`config.mk`:
```
export PLATFORM = sky130hd
export DESIGN_NAME = onehot_decoder_pipe
export DESIGN_NICKNAME = d
export VERILOG_FILES = /design/src/rtl/onehot_decoder_pipe.sv
export SDC_FILE = /design/constraint.sdc
export NUM_CORES = 1
export LEC_CHECK = 0
export ABC_CLOCK_PERIOD_IN_PS = 2270
export CAP_MARGIN = 20
export CORE_MARGIN = 1.5
export CORE_UTILIZATION = 50
export DETAILED_ROUTE_END_ITERATION = 8
export PLACE_DENSITY = 0.91
export SYNTH_ARGS = -nofsm -noshare
export SYNTH_HDL_FRONTEND = slang
export SYNTH_SLANG_ARGS = --single-unit
```
`constraint.sdc`:
```
create_clock -name clk -period 2.27 [get_ports clk]
set_input_delay 0.454 -clock clk [delete_from_list [all_inputs] [get_ports clk]]
set_output_delay 0.454 -clock clk [all_outputs]
set_load 0.01 [all_outputs]
```
`src/rtl/onehot_decoder_pipe.sv`:
```
// Registered binary-to-one-hot / thermometer / scan decoder with valid/ready on both sides.
// A scan request emits one one-hot beat per index from sel up to OUT_W-1.
module onehot_decoder_pipe #(
    parameter int SEL_W = 3,
    parameter int OUT_W = 2 ** SEL_W
) (
    input  logic             clk,
    input  logic             rst_n,
    input  logic             in_valid,
    output logic             in_ready,
    input  logic [SEL_W-1:0] sel,
    input  logic [1:0]       mode,
    output logic             out_valid,
    input  logic             out_ready,
    output logic [OUT_W-1:0] y,
    output logic [SEL_W-1:0] y_idx,
    output logic             out_last,
    output logic             err
);

    generate
        if (SEL_W < 1 || SEL_W > 6) begin : g_bad_sel_w
            $error("onehot_decoder_pipe: SEL_W must be in 1..6");
        end
        if (OUT_W != 2 ** SEL_W) begin : g_bad_out_w
            $error("onehot_decoder_pipe: OUT_W must equal 2**SEL_W");
        end
    endgenerate

    localparam logic [1:0] MODE_ONEHOT = 2'b00;
    localparam logic [1:0] MODE_THERM  = 2'b01;
    localparam logic [1:0] MODE_SCAN   = 2'b10;
    localparam logic [SEL_W-1:0] TOP_IDX = SEL_W'(OUT_W - 1);

    // Handshake: a request transfers on a rising edge with in_valid && in_ready;
    // a beat transfers on a rising edge with out_valid && out_ready.
    typedef enum logic [1:0] {
        IDLE = 2'd0,
        HOLD = 2'd1,
        SCAN = 2'd2
    } state_t;

    state_t           state;
    logic             accept;
    logic             consume;
    logic [OUT_W-1:0] sel_onehot;
    logic [OUT_W-1:0] sel_therm;

    always_comb begin
        in_ready = 1'b0;
        case (state)
            IDLE:    in_ready = 1'b1;
            HOLD:    in_ready = out_ready;
            SCAN:    in_ready = out_ready & out_last;
            default: in_ready = 1'b0;
        endcase
    end

    assign accept  = in_valid & in_ready;
    assign consume = out_valid & out_ready;

    // Thermometer is one-hot shifted up by one minus one; the top bit wraps to all-ones.
    assign sel_onehot = OUT_W'(1) << sel;
    assign sel_therm  = (sel_onehot << 1) - OUT_W'(1);

    always_ff @(posedge clk or negedge rst_n) begin
        if (!rst_n) begin
            state     <= IDLE;
            y         <= '0;
            y_idx     <= '0;
            out_valid <= 1'b0;
            out_last  <= 1'b0;
            err       <= 1'b0;
        end else if (accept) begin
            out_valid <= 1'b1;
            y_idx     <= sel;
            out_last  <= 1'b1;
            err       <= 1'b0;
            state     <= HOLD;
            case (mode)
                MODE_ONEHOT: y <= sel_onehot;
                MODE_THERM:  y <= sel_therm;
                MODE_SCAN: begin
                    y <= sel_onehot;
                    if (sel != TOP_IDX) begin
                        out_last <= 1'b0;
                        state    <= SCAN;
                    end
                end
                default: begin
                    y   <= '0;
                    err <= 1'b1;
                end
            endcase
        end else if (consume) begin
            if (state == SCAN && !out_last) begin
                y        <= y << 1;
                y_idx    <= y_idx + SEL_W'(1);
                out_last <= ((y_idx + SEL_W'(1)) == TOP_IDX);
            end else begin
                // Clearing the beat fields keeps y all-zero whenever out_valid is low.
                state     <= IDLE;
                out_valid <= 1'b0;
                y         <= '0;
                y_idx     <= '0;
                out_last  <= 1'b0;
                err       <= 1'b0;
            end
        end
    end

endmodule

```
## Word-level counts from Yosys, hierarchy flattened

Cells that the tools add are included.

| storage, ports and cells | value |
|---|---|
| register bits | 16 |
| bits of input ports | 9 |
| output and inout port bits | 15 |

| operators by class | value |
|---|---|
| $add $sub $neg | 2 |
| equal/unequal tests | 7 |
| shift operators | 1 |
| mux-type cells | 23 |
| bitwise gates (word level) | 3 |
| reductions and logical operators | 8 |

Operator list:

| operator | count |
|---|---|
| 8-bit two-way mux | 3 |
| 8-bit one-hot mux with 2 select lines | 1 |
| 1-bit two-way mux | 10 |
| 2-bit two-way mux | 5 |
| 3-bit two-way mux | 3 |
| 1-bit by 3-bit left shift with 8-bit output, first input constant | 1 |
| 8-bit by 1-bit subtractor with 8-bit output, second input constant | 1 |
| 2-bit by 1-bit equality test with 1-bit output, second input constant | 2 |
| 2-bit equality test, second input constant | 2 |
| 2-bit zero test | 2 |
| 3-bit by 1-bit adder with 3-bit output, second input constant | 1 |
| 1-bit AND | 3 |
| 3-bit equality test, second input constant | 1 |
| 3-bit inequality test, second input constant | 1 |
| 1-bit one-hot mux with 3 select lines | 1 |
| 3-bit OR reduction | 1 |
| 2-bit inequality test, second input constant | 1 |
| 2-bit AND reduction | 1 |
| 2-bit nonzero test | 1 |
| 2-bit OR reduction | 1 |
| 1-bit logical AND | 1 |
| 1-bit zero test | 1 |

## Depth between registers and ports, before layout

| logic depth | value |
|---|---|
| depth in word-level cells | 5 |
| depth in mapped cells | 5 |
| depth with buffers taken out | 4 |

## Least setup slack after synthesis

No wires, ideal clock.

| timing path | value |
|---|---|
| kind | reg2reg |
| from | register y_idx[0] |
| to | register out_last |
| arrival time | 1.243 ns |
| setup slack | 0.907 ns |
| cell stages (with the launch flop) | 5 |
| buffers on the path | 0 |
| period minus slack after synthesis | 1.363 ns |
| cells stage by stage | dfrtp_1 ha_1 xor2_1 a32o_1 a31o_1 |

| on the way | value |
|---|---|
| longest elaborated chain between the ends | 5 |

RTL lines:

| what | line | RTL |
|---|---|---|
| from (decl) | 16 | `output logic [SEL_W-1:0] y_idx,` |
| from (signal assigned) | 76 | `y_idx <= sel;` |
| from (signal assigned) | 98 | `y_idx <= y_idx + SEL_W'(1);` |
| 3-bit by 1-bit adder with 3-bit output | 99 | `out_last <= ((y_idx + SEL_W'(1)) == TOP_IDX);` |
| 3-bit equality test | 99 |  |
| 1-bit two-way mux | 96 | `if (state == SCAN && !out_last) begin` |
| 1-bit two-way mux | 95 | `end else if (consume) begin` |
| 1-bit two-way mux | 74 | `end else if (accept) begin` |
| to (signal assigned) | 99 |  |
| to (decl) | 17 | `output logic out_last,` |

No other way between the ends. The select of a mux whose other input is x is not followed.
A chain may end at the register's enable or synchronous reset.

## Final worst setup path

| timing path | value |
|---|---|
| from | input port out_ready |
| to | output port in_ready |

| on the way | value |
|---|---|
| longest elaborated chain between the ends | 2 |

RTL lines:

| what | line | RTL |
|---|---|---|
| from (decl) | 14 | `input logic out_ready,` |
| 1-bit AND | 54 | `SCAN: in_ready = out_ready & out_last;` |
| 1-bit one-hot mux with 3 select lines * | 51 | `case (state)` |
| to (decl) | 10 | `output logic in_ready,` |

Every way passes the cells marked *; elsewhere a longest branch is shown, timed or not.

==> results.toml <==
[logic_synthesis]
synth_compound_area_frac = 0.2863
synth_cell_type_count = 35
synth_common_cells = "nand2_1, dfrtp_1, o21ai_0, o21ai_1"
synth-xor-area-share = 0.009682
async_reset_ff_frac = 1.000
synth_top_family_by_area = "compound AO/OA/AOI/OAI gates"
ys_warn_count = 0
synth_nets = 109
yosys.area_share.simple = 0.2019
synth_area_leaders = "dfrtp_1, nand2_1, o21ai_0"
ys.flop_type = "dfrtp_1"
yosys_register_bits = 16
muxShareOfSynthArea = 0
synth-seq-area-share = 0.4426
yosys.area.top_type = "dfrtp_1"
netlist_area_um2 = 904.6
yosysTopAreaCellShare = 0.4426
synth_most_common_cell = "nand2_1"
synthAdderAreaFrac = 0.02766
avgSynthCellArea_um2 = 9.231
netlist_instances = 98
synth-edff-count = 0

[place]
pre_cts_ws_ns = -0.05261
gp_congestion = 0.9021
dp_hpwl_um = 1597
post-place-cells = 145
io_buffers = 23

[timing]
worst_slack_ns = 0.2198
fin_crit_ns = 2.050
finalSetupViolCount = 0
tightest_slew_ns = 0.7142
relSlewSlack = 0.5224
period_share = 0.9032
hold_violations = 0
max_clock_freq_mhz = 487.8
rsz0062_at_grt = "false"
hold_slack_ns = 0.5037
final_max_slew_viol_count = 0
clock_skew_ns = 0.002996

[critical_path]
startpoint_type = "input pin"
arrival_ns = 1.60
crit_fanout = 3
path_class = "in -> out"
critical_path_required_ns = 1.82
rrSetupSlack_ns = 0.77
setup.worst_path.end_class = "primary output"

[detailed_routing]
vias_per_cell = 6.162
drc = 0
wire_per_inst_um = 14.91
ant_nets = 0
drt_iter0_drc = 30
drt_pre_antenna_iters = 4
vias = 912
drt-total-wl_um = 2207

[job]
maxCapViolCount = 0

[power_and_ir_drop]
p_leak_nw = 0.4964
p_per_area_nw_per_um2 = 895.2
peakVddDrop_mv = 0.5206

[clocking]
root_buffer = "clkbuf_4"
clkTransAtPathRegs_ns = 0.09
cts_sinks = 16
cts_tree = "yes"
postCtsSetupBuffers = 0
cts_max_level = 1
cts_inserted_buffers = 3
worstSkewPairLatency_ns = 0.28
cts-hold-fix-buffers = 0
clk_path_buf_depth = 2

[floorplanning]
core_area_um2 = 1708
die_area_um2 = 2073
std_cell_rows = 15
die_w_um = 45.54
die_h_um = 45.54
num_io_pins = 24
start_util = 0.5297

[final_layout]
instances_no_fill = 148
layout-drive-gt1-share = 0.08943
fin_util = 0.7004
antennaDiodeCount = 0
multiInputGateArea_um2 = 475.5
fin_nets = 136
seqCellArea_um2 = 400.4
synthToLayoutAreaGrowth_pct = 32.23
fill_cells = 133

[grt]
overflow = 0
antenna_found_initial = 0
grt_pass1_wl_um = 3450
first_global_vias = 805
track_usage = 0.2318
grt_start_max_net_pins = 17

[min_path]
hold_class = "reg -> reg"

[status]
status = "complete, no violations"
## repair_timing
action	in CTS	in global routing
resized for setup	1	0
endpoints found under the setup margin	1	0
endpoints found under the hold margin	0	0
## cell families after synthesis
logic type | count (synthesis)
AOI/OAI and AO/OA | 37
xor gates and xnor gates | 1
adders and majority gates | 2
buffers and inverters | 7
DFF | 16
and+or+nand+nor | 35
## path summary, 6_finish.rpt
check                                     start                    to  cells after the start
max                                   out_ready              in_ready                      4
min                            y[3]$_DFFE_PN0P_      y[4]$_DFFE_PN0P_                      2
max reg2reg                state[0]$_DFFE_PN0P_  y_idx[2]$_DFFE_PN0P_                      5
min reg2reg                    y[3]$_DFFE_PN0P_      y[4]$_DFFE_PN0P_                      2
max in group asynchronous                 rst_n      y[1]$_DFFE_PN0P_                      1
min in group asynchronous                 rst_n  state[0]$_DFFE_PN0P_                      1
## metrics by stage
stage                     cell area, µm²  TNS (ns)  power (mW)
after floorplan                    904.6         0      0.6883
after global placement              1175         0      0.9178
after detailed placement            1175  -0.05261      0.9331
after CTS                           1196         0       1.076
after global routing                1196         0       1.145
final                               1196         0       1.071
## metal layers
layer	global-route usage	share of wire
met5	0	0
met4	0.08824	0.019
met3	0.04762	0.058
met2	0.3690	0.50
met1	0.3075	0.43
## worst max-delay path, cell delays in order
cell	delay, ns
clkdlybuf4s50_1	0.52
nor2b_1	0.19
o2bb2ai_1	0.15
dlygate4sd2_1	0.29
## registers in the layout, indices dropped and copies added, names as in the netlist
register / flops
out_last: 1
y_idx: 3
err: 1
state: 2
out_valid: 1
y: 8
## layout by cell type, fill, tap and decap left out, types with 2 or more instances in the layout
| cell | n |
|---|---|
| ha_1 | 2 |
| nor2_1 | 3 |
| nand4_1 | 2 |
| nand3_1 | 2 |
| clkbuf_4 | 3 |
| nand2b_1 | 3 |
| a22oi_1 | 2 |
| o21ai_0 | 9 |
| clkdlybuf4s50_1 | 22 |
| dfrtp_1 | 16 |
| a21oi_1 | 3 |
| nand2_1 | 17 |
| o21ai_1 | 4 |
| o31ai_1 | 3 |
| buf_4 | 4 |
| o2bb2ai_1 | 3 |
| a32oi_1 | 3 |
| inv_1 | 2 |
| o211ai_1 | 2 |
## power breakdown
group	internal [mW]	switching, mW
clock	0.0615	0.0829
sequential	0.365	0.0898
combinational	0.250	0.221
## area by class of cell
class,instances,share of cell area
multi-input cells,75,0.3975
flip-flops and latches,16,0.3347
repair buffers,27,0.2165
well taps,25,0.02615
clock buffers,3,0.01883
inverters,2,0.006276
Power figures use the tool's default switching activity.
